==> config.mk <==
export PLATFORM = sky130hd
export DESIGN_NAME = occupancy_grid_updater_flat
export DESIGN_NICKNAME = d
export VERILOG_FILES = /design/src/rtl/occupancy_grid_updater_if.sv /design/src/rtl/occupancy_grid_updater.sv /design/src/flat_wrapper.sv
export SDC_FILE = /design/constraint.sdc
export NUM_CORES = 1
export LEC_CHECK = 0
export ABC_AREA = 1
export ABC_CLOCK_PERIOD_IN_PS = 9000
export CAP_MARGIN = 10
export CORE_MARGIN = 10
export CORE_UTILIZATION = 35
export CTS_BUF_LIST = sky130_fd_sc_hd__clkbuf_4
export DETAILED_ROUTE_END_ITERATION = 12
export HOLD_SLACK_MARGIN = 0.08
export PLACE_DENSITY = 0.55
export SYNTH_ARGS = -nofsm -noshare
export SYNTH_HDL_FRONTEND = slang
export SYNTH_SLANG_ARGS = --single-unit
==> constraint.sdc <==
create_clock -name clk -period 9 [get_ports clk]
set_clock_uncertainty 0.2 [all_clocks]
set_input_delay 0.9 -clock clk [delete_from_list [all_inputs] [get_ports clk]]
set_output_delay 0.9 -clock clk [all_outputs]
set_load 0.05 [all_outputs]
==> src/rtl/occupancy_grid_updater_if.sv <==
// ============================================================================
// Module      : occupancy_grid_updater_if
// Description : Beam request handshake and grid RAM port bundle.
// Revision    : 1.0 - initial release
// ============================================================================
`default_nettype none

interface occupancy_grid_updater_if;
    logic        beam_valid;
    logic        beam_ready;
    logic [7:0]  origin_x;
    logic [6:0]  origin_y;
    logic [7:0]  end_x;
    logic [6:0]  end_y;
    logic [14:0] mem_address;
    logic        mem_write_enable;
    logic [7:0]  mem_write_data;
    logic [7:0]  mem_read_data;
    logic        busy;
    logic        done;

    // Design-side view
    modport slave (
        input  beam_valid, origin_x, origin_y, end_x, end_y, mem_read_data,
        output beam_ready, mem_address, mem_write_enable, mem_write_data,
               busy, done
    );

    // Requester / RAM-side view
    modport master (
        output beam_valid, origin_x, origin_y, end_x, end_y, mem_read_data,
        input  beam_ready, mem_address, mem_write_enable, mem_write_data,
               busy, done
    );
endinterface

`default_nettype wire

==> src/rtl/occupancy_grid_updater.sv <==
// ============================================================================
// Module      : occupancy_grid_updater
// Description : Walks a Bresenham beam through a 256x128 grid RAM, decrementing
//               free cells and incrementing the endpoint (read-modify-write).
// Revision    : 1.0 - initial release
// ============================================================================
`default_nettype none

module occupancy_grid_updater #(
    parameter logic [7:0] OCC_INC  = 8'd20,
    parameter logic [7:0] FREE_DEC = 8'd6
) (
    input  wire logic              clk,
    input  wire logic              rst,
    occupancy_grid_updater_if.slave bus
);

    typedef enum logic [1:0] {
        ST_IDLE  = 2'd0,
        ST_READ  = 2'd1,
        ST_WRITE = 2'd2
    } state_t;

    state_t             state_q, state_d;
    logic [7:0]         x_q, x_d;
    logic [6:0]         y_q, y_d;
    logic [7:0]         ex_q, ex_d;
    logic [6:0]         ey_q, ey_d;
    logic signed [9:0]  dx_q, dx_d;
    logic signed [9:0]  dy_q, dy_d;
    logic signed [9:0]  err_q, err_d;
    logic               sx_q, sx_d;   // 1 = step toward decreasing x
    logic               sy_q, sy_d;   // 1 = step toward decreasing y

    logic [7:0]         w_adx;
    logic [6:0]         w_ady;
    logic signed [9:0]  w_dx_init;
    logic signed [9:0]  w_dy_init;
    logic signed [10:0] w_e2;
    logic signed [10:0] w_dx_ext;
    logic signed [10:0] w_dy_ext;
    logic               w_step_x;
    logic               w_step_y;
    logic               w_at_end;
    logic [8:0]         w_inc_sum;
    logic [8:0]         w_dec_diff;
    logic [7:0]         w_inc_val;
    logic [7:0]         w_dec_val;

    logic               w_beam_ready;
    logic [14:0]        w_mem_address;
    logic               w_mem_write_enable;
    logic [7:0]         w_mem_write_data;
    logic               w_busy;
    logic               w_done;

    assign w_adx     = (bus.end_x >= bus.origin_x) ? (bus.end_x - bus.origin_x)
                                                   : (bus.origin_x - bus.end_x);
    assign w_ady     = (bus.end_y >= bus.origin_y) ? (bus.end_y - bus.origin_y)
                                                   : (bus.origin_y - bus.end_y);
    assign w_dx_init = $signed({2'b00, w_adx});
    assign w_dy_init = 10'sd0 - $signed({3'b000, w_ady});

    assign w_e2      = {err_q, 1'b0};
    assign w_dx_ext  = {dx_q[9], dx_q};
    assign w_dy_ext  = {dy_q[9], dy_q};
    assign w_step_x  = (w_e2 >= w_dy_ext);
    assign w_step_y  = (w_e2 <= w_dx_ext);
    assign w_at_end  = (x_q == ex_q) && (y_q == ey_q);

    // Nine-bit arithmetic so saturation is detected from the carry/borrow bit.
    assign w_inc_sum  = {1'b0, bus.mem_read_data} + {1'b0, OCC_INC};
    assign w_dec_diff = {1'b0, bus.mem_read_data} - {1'b0, FREE_DEC};
    assign w_inc_val  = w_inc_sum[8]  ? 8'hFF : w_inc_sum[7:0];
    assign w_dec_val  = w_dec_diff[8] ? 8'h00 : w_dec_diff[7:0];

    always_ff @(posedge clk or posedge rst) begin
        if (rst) begin
            state_q <= ST_IDLE;
            x_q     <= '0;
            y_q     <= '0;
            ex_q    <= '0;
            ey_q    <= '0;
            dx_q    <= '0;
            dy_q    <= '0;
            err_q   <= '0;
            sx_q    <= 1'b0;
            sy_q    <= 1'b0;
        end else begin
            state_q <= state_d;
            x_q     <= x_d;
            y_q     <= y_d;
            ex_q    <= ex_d;
            ey_q    <= ey_d;
            dx_q    <= dx_d;
            dy_q    <= dy_d;
            err_q   <= err_d;
            sx_q    <= sx_d;
            sy_q    <= sy_d;
        end
    end

    always_comb begin
        state_d            = state_q;
        x_d                = x_q;
        y_d                = y_q;
        ex_d               = ex_q;
        ey_d               = ey_q;
        dx_d               = dx_q;
        dy_d               = dy_q;
        err_d              = err_q;
        sx_d               = sx_q;
        sy_d               = sy_q;
        w_beam_ready       = 1'b0;
        w_mem_address      = '0;
        w_mem_write_enable = 1'b0;
        w_mem_write_data   = '0;
        w_busy             = 1'b0;
        w_done             = 1'b0;

        case (state_q)
            ST_IDLE: begin
                w_beam_ready = 1'b1;
                if (bus.beam_valid) begin
                    x_d     = bus.origin_x;
                    y_d     = bus.origin_y;
                    ex_d    = bus.end_x;
                    ey_d    = bus.end_y;
                    dx_d    = w_dx_init;
                    dy_d    = w_dy_init;
                    err_d   = w_dx_init + w_dy_init;
                    sx_d    = (bus.end_x < bus.origin_x);
                    sy_d    = (bus.end_y < bus.origin_y);
                    state_d = ST_READ;
                end
            end
            ST_READ: begin
                w_busy        = 1'b1;
                w_mem_address = {y_q, x_q};
                state_d       = ST_WRITE;
            end
            ST_WRITE: begin
                w_busy             = 1'b1;
                w_mem_address      = {y_q, x_q};
                w_mem_write_enable = 1'b1;
                if (w_at_end) begin
                    w_mem_write_data = w_inc_val;
                    w_done           = 1'b1;
                    state_d          = ST_IDLE;
                end else begin
                    w_mem_write_data = w_dec_val;
                    // Both tests use the pre-step error term.
                    err_d = err_q + (w_step_x ? dy_q : 10'sd0)
                                  + (w_step_y ? dx_q : 10'sd0);
                    if (w_step_x) x_d = sx_q ? (x_q - 8'd1) : (x_q + 8'd1);
                    if (w_step_y) y_d = sy_q ? (y_q - 7'd1) : (y_q + 7'd1);
                    state_d = ST_READ;
                end
            end
            default: state_d = ST_IDLE;
        endcase
    end

    assign bus.beam_ready       = w_beam_ready;
    assign bus.mem_address      = w_mem_address;
    assign bus.mem_write_enable = w_mem_write_enable;
    assign bus.mem_write_data   = w_mem_write_data;
    assign bus.busy             = w_busy;
    assign bus.done             = w_done;

endmodule

`default_nettype wire

==> src/flat_wrapper.sv <==
// flat-port wrapper written by rule: the top's interface ports become plain ports
module occupancy_grid_updater_flat 
#(
    parameter logic [7:0] OCC_INC  = 8'd20,
    parameter logic [7:0] FREE_DEC = 8'd6
)
  (clk, rst, bus_beam_valid, bus_origin_x, bus_origin_y, bus_end_x, bus_end_y, bus_mem_read_data, bus_beam_ready, bus_mem_address, bus_mem_write_enable, bus_mem_write_data, bus_busy, bus_done);
  occupancy_grid_updater_if bus_i ();
  input  wire logic clk;
  input  wire logic rst;
  input wire logic [$bits(bus_i.beam_valid)-1:0] bus_beam_valid;
  input wire logic [$bits(bus_i.origin_x)-1:0] bus_origin_x;
  input wire logic [$bits(bus_i.origin_y)-1:0] bus_origin_y;
  input wire logic [$bits(bus_i.end_x)-1:0] bus_end_x;
  input wire logic [$bits(bus_i.end_y)-1:0] bus_end_y;
  input wire logic [$bits(bus_i.mem_read_data)-1:0] bus_mem_read_data;
  output wire logic [$bits(bus_i.beam_ready)-1:0] bus_beam_ready;
  output wire logic [$bits(bus_i.mem_address)-1:0] bus_mem_address;
  output wire logic [$bits(bus_i.mem_write_enable)-1:0] bus_mem_write_enable;
  output wire logic [$bits(bus_i.mem_write_data)-1:0] bus_mem_write_data;
  output wire logic [$bits(bus_i.busy)-1:0] bus_busy;
  output wire logic [$bits(bus_i.done)-1:0] bus_done;
  assign bus_i.beam_valid = bus_beam_valid;
  assign bus_i.origin_x = bus_origin_x;
  assign bus_i.origin_y = bus_origin_y;
  assign bus_i.end_x = bus_end_x;
  assign bus_i.end_y = bus_end_y;
  assign bus_i.mem_read_data = bus_mem_read_data;
  assign bus_beam_ready = bus_i.beam_ready;
  assign bus_mem_address = bus_i.mem_address;
  assign bus_mem_write_enable = bus_i.mem_write_enable;
  assign bus_mem_write_data = bus_i.mem_write_data;
  assign bus_busy = bus_i.busy;
  assign bus_done = bus_i.done;
  occupancy_grid_updater #(.OCC_INC(OCC_INC), .FREE_DEC(FREE_DEC)) u_core (.clk(clk), .rst(rst), .bus(bus_i));
endmodule
==> summary.txt <==
Status
  • Status: completed

Setup path
  • Crit path cell chain: inv_1 -> ha_1 -> buf_4 -> inv_1 -> nor2_1 -> nand2_1 -> o21ai_0 -> clkdlybuf4s50_1
  • Slowest-stage cell, CP: clkdlybuf4s50_1
  • CP Class: reg2out
  • Req. time, crit path: 7.90 ns
  • Crit-path max FO: 36
  • Crit path DAT: approximately 3.6 ns
  • CP peak stage delay: 0.84 ns
  • CP most frequent cell: inv_1
  • Setup crit end kind: primary output
  • Setup crit start kind: flip-flop

Routing
  • WL/cell: 14.45 um
  • Initial DRC count: 345
  • DRT Wirelength: 18850 um
  • DRT Pass-1 Iters: 5
  • Routed via count: slightly above 6k
  • Vias per inst: about 4.8
  • Post-route ant nets: 0
  • # DRC: 0

Clock network
  • Post-cts resize count: 0
  • Clock insertion delay at the later pin of the skew report: between 0.4 and 0.5 ns
  • CTS clk-pin slew, worst paths: ~0.10 ns
  • Setup Buffers After CTS: 0
  • Hold_buf cts: 0
  • Sink Count: 60
  • Bufs on Longest Clock Path: 2
  • CTS tree: done
  • Clock buffer count from CTS: 9
  • H-tree depth: 3
  • Root buffer cell: clkbuf_4

Timing
  • Slew at the pin closest to its max-slew limit: 1.046 ns
  • Final Cycle Share: 0.5224
  • Final-report setup violation count: 0
  • Final worst slack: 4.298 ns
  • Final Hold Viols: 0
  • Setup TNS: 0 ns
  • Rel. slew slack: 0.3002
  • Post-route minimum period: 4.702 ns
  • Fin. max-slew vios: 0
  • Unrepaired setup endpoints after global routing: no
  • Max Freq: between 0.2 and 0.25 GHz

Synthesis
  • Synth top area share: 0.2205
  • Top cells by count, synth: 257 x nand2_1, 181 x inv_1, 82 x ha_1
  • Warnings, synthesis: 0
  • EDFF count, synth: 0
  • Syn_area_per_cell: 6.963 um^2
  • Synth async-reset ratio: 1.000
  • Unique masters post-synth: 46
  • Synth top area cells: dfrtp_1 22%, ha_1 15%, nand2_1 14%
  • Seq/Total Area, Yosys: 0.2205
  • Synthesized flop and latch total: 60
  • Mapped cell area: 0.006810 mm^2
  • Synth Instances: 978
  • Syn_nets: 1117
  • Top FF cell, synth: dfrtp_1
  • Top-count cell post-synth: nand2_1
  • Synth area leader: dfrtp_1

Final layout
  • Area Growth Syn to Fin: 15.69%
  • ANT cells: 0
  • Final net count: 1179
  • # fillers: 2079
  • Share of cells above drive strength 1: 0.04885
  • Non-Filler Instances: 1304

Global routing
  • Total gr overflow: 0
  • Vias in the first global route: 6275
  • Total track usage: 0.1467
  • Initial antenna violation count: 0
  • Largest net degree at the start of global routing: between 60 and 70
  • First-pass GRT wire length: 31130 um

Pwr
  • Internal: 1.317 mW
  • Max VDD drop: about 270 uV
  • Power share of the combinational group: 0.739
  • Seq pwr share: 0.188
  • Pwr Density: about 380 mW/mm^2
  • Final Power: 2.967 mW
  • P_leak: 4.190 nW
  • Psw: 1.650 mW
  • Switch share: 0.5561
  • Clk pwr share: 0.073

Floorplanning
  • Row cnt: 50
  • Die height: 159.5 um
  • Placeable Area: 0.01889 mm^2
  • Starting density of the core: 0.3605
  • IO Pins: 68
  • Die X-Extent: 159.5 um
  • Die area: 0.02544 mm^2

Placement
  • Pre-CTS setup slack: 3.959 ns
  • Port bufs: 67
  • DPL Wire Length: 14920 um
  • Placed cell count: 1289
  • Placer Congestion: 0.8868

Worst hold path
  • Hold Path Class: reg2reg

Run
  • Max Cap Viol: 0
-- per-layer routing --
layer	part of all wire	wire (um)	track usage
met5	0	0	0
met4	0.013	244	0.03538
met3	0.037	701	0.02866
met2	0.47	8856	0.2488
met1	0.48	9043	0.1863
-- final timing paths --
path	startpoint	endpoint	slack (ns)	cells after the start
max in group asynchronous	rst	u_core.err_q[9]	7.28	3
min	u_core.ex_q[7]	u_core.ex_q[7]	0.31	2
max	u_core.state_q[0]	bus_mem_write_data[3]	4.30	8
min reg2reg	u_core.ex_q[7]	u_core.ex_q[7]	0.31	2
max reg2reg	u_core.dx_q[6]	u_core.err_q[7]	4.57	23
min in group asynchronous	rst	u_core.x_q[6]	0.79	3
-- metrics by stage --
| step | utilization | area (um^2) | hold slack [ns] |
|---|---|---|---|
| after global routing | 0.4170 | 7879 | 0.3590 |
| after global placement | 0.4092 | 7731 | 0.2674 |
| after detailed placement | 0.4092 | 7731 | 0.2866 |
| final | 0.4170 | 7879 | 0.3106 |
| after floorplan | - | 6810 | 0.2530 |
| after CTS | 0.4170 | 7879 | 0.3148 |
-- state kept, by name, indices dropped and copies added, names as in the netlist --
signal / flops
u_core.err_q: 10
u_core.dx_q: 8
u_core.dy_q: 8
u_core.ex_q: 8
u_core.x_q: 8
u_core.ey_q: 7
u_core.y_q: 7
u_core.state_q: 2
u_core.sx_q: 1
u_core.sy_q: 1
-- kinds of logic (layout without fill, tap and decap cells) --
kind of cell,count (synthesis),count (layout),synth area share
xor gates and xnor gates,55,55,0.07073
and+or+nand+nor,391,391,0.2539
DFF,60,60,0.2205
buffers and inverters,205,271,0.1176
AOI/OAI and AO/OA,168,168,0.1382
muxes,1,1,0.001470
adders and majority gates,98,98,0.1977
-- cell type report --
| class | count | area (um^2) | area share |
|---|---|---|---|
| clock buffers | 9 | 67.56 | 0.008576 |
| well taps | 260 | 325.3 | 0.04129 |
| inverters | 186 | 703.2 | 0.08925 |
| clock inverters | 6 | 80.08 | 0.01016 |
| repair buffers | 70 | 693.2 | 0.08798 |
| flip-flops and latches | 60 | 1501 | 0.1906 |
| multi-input cells | 713 | 4508 | 0.5722 |
-- power groups by stage --
stage	combinational, mW	sequential [mW]	clock [mW]
5_1_grt	2.51	0.577	0.235
2_1_floorplan	1.67	0.506	0
6_report	2.19	0.558	0.217
4_1_cts	2.21	0.557	0.225
3_5_place_dp	2.19	0.563	0
3_3_place_gp	2.19	0.561	0
-- placed cells by master, fill, tap and decap left out, drive strengths merged, types with 16 or more instances in the layout --
| cell | Yosys | layout |
|---|---|---|
| fa | 16 | 16 |
| o21ai | 82 | 82 |
| dfrtp | 60 | 60 |
| nand3 | 42 | 42 |
| clkdlybuf4s50 | 0 | 67 |
| nand2 | 269 | 269 |
| xor2 | 37 | 37 |
| a21oi | 52 | 52 |
| inv | 185 | 185 |
| nand4 | 16 | 16 |
| xnor2 | 18 | 18 |
| ha | 82 | 82 |
| nor2 | 47 | 47 |
-- critical path, delay by kind of cell (launching register included) --
family          cells  cell delay (ns)
simple gates        2             0.50
flops               1             0.41
compound gates      1             0.20
buf+inv             4             1.89
fa+ha+maj           1             0.15
Power figures use the tool's default switching activity.
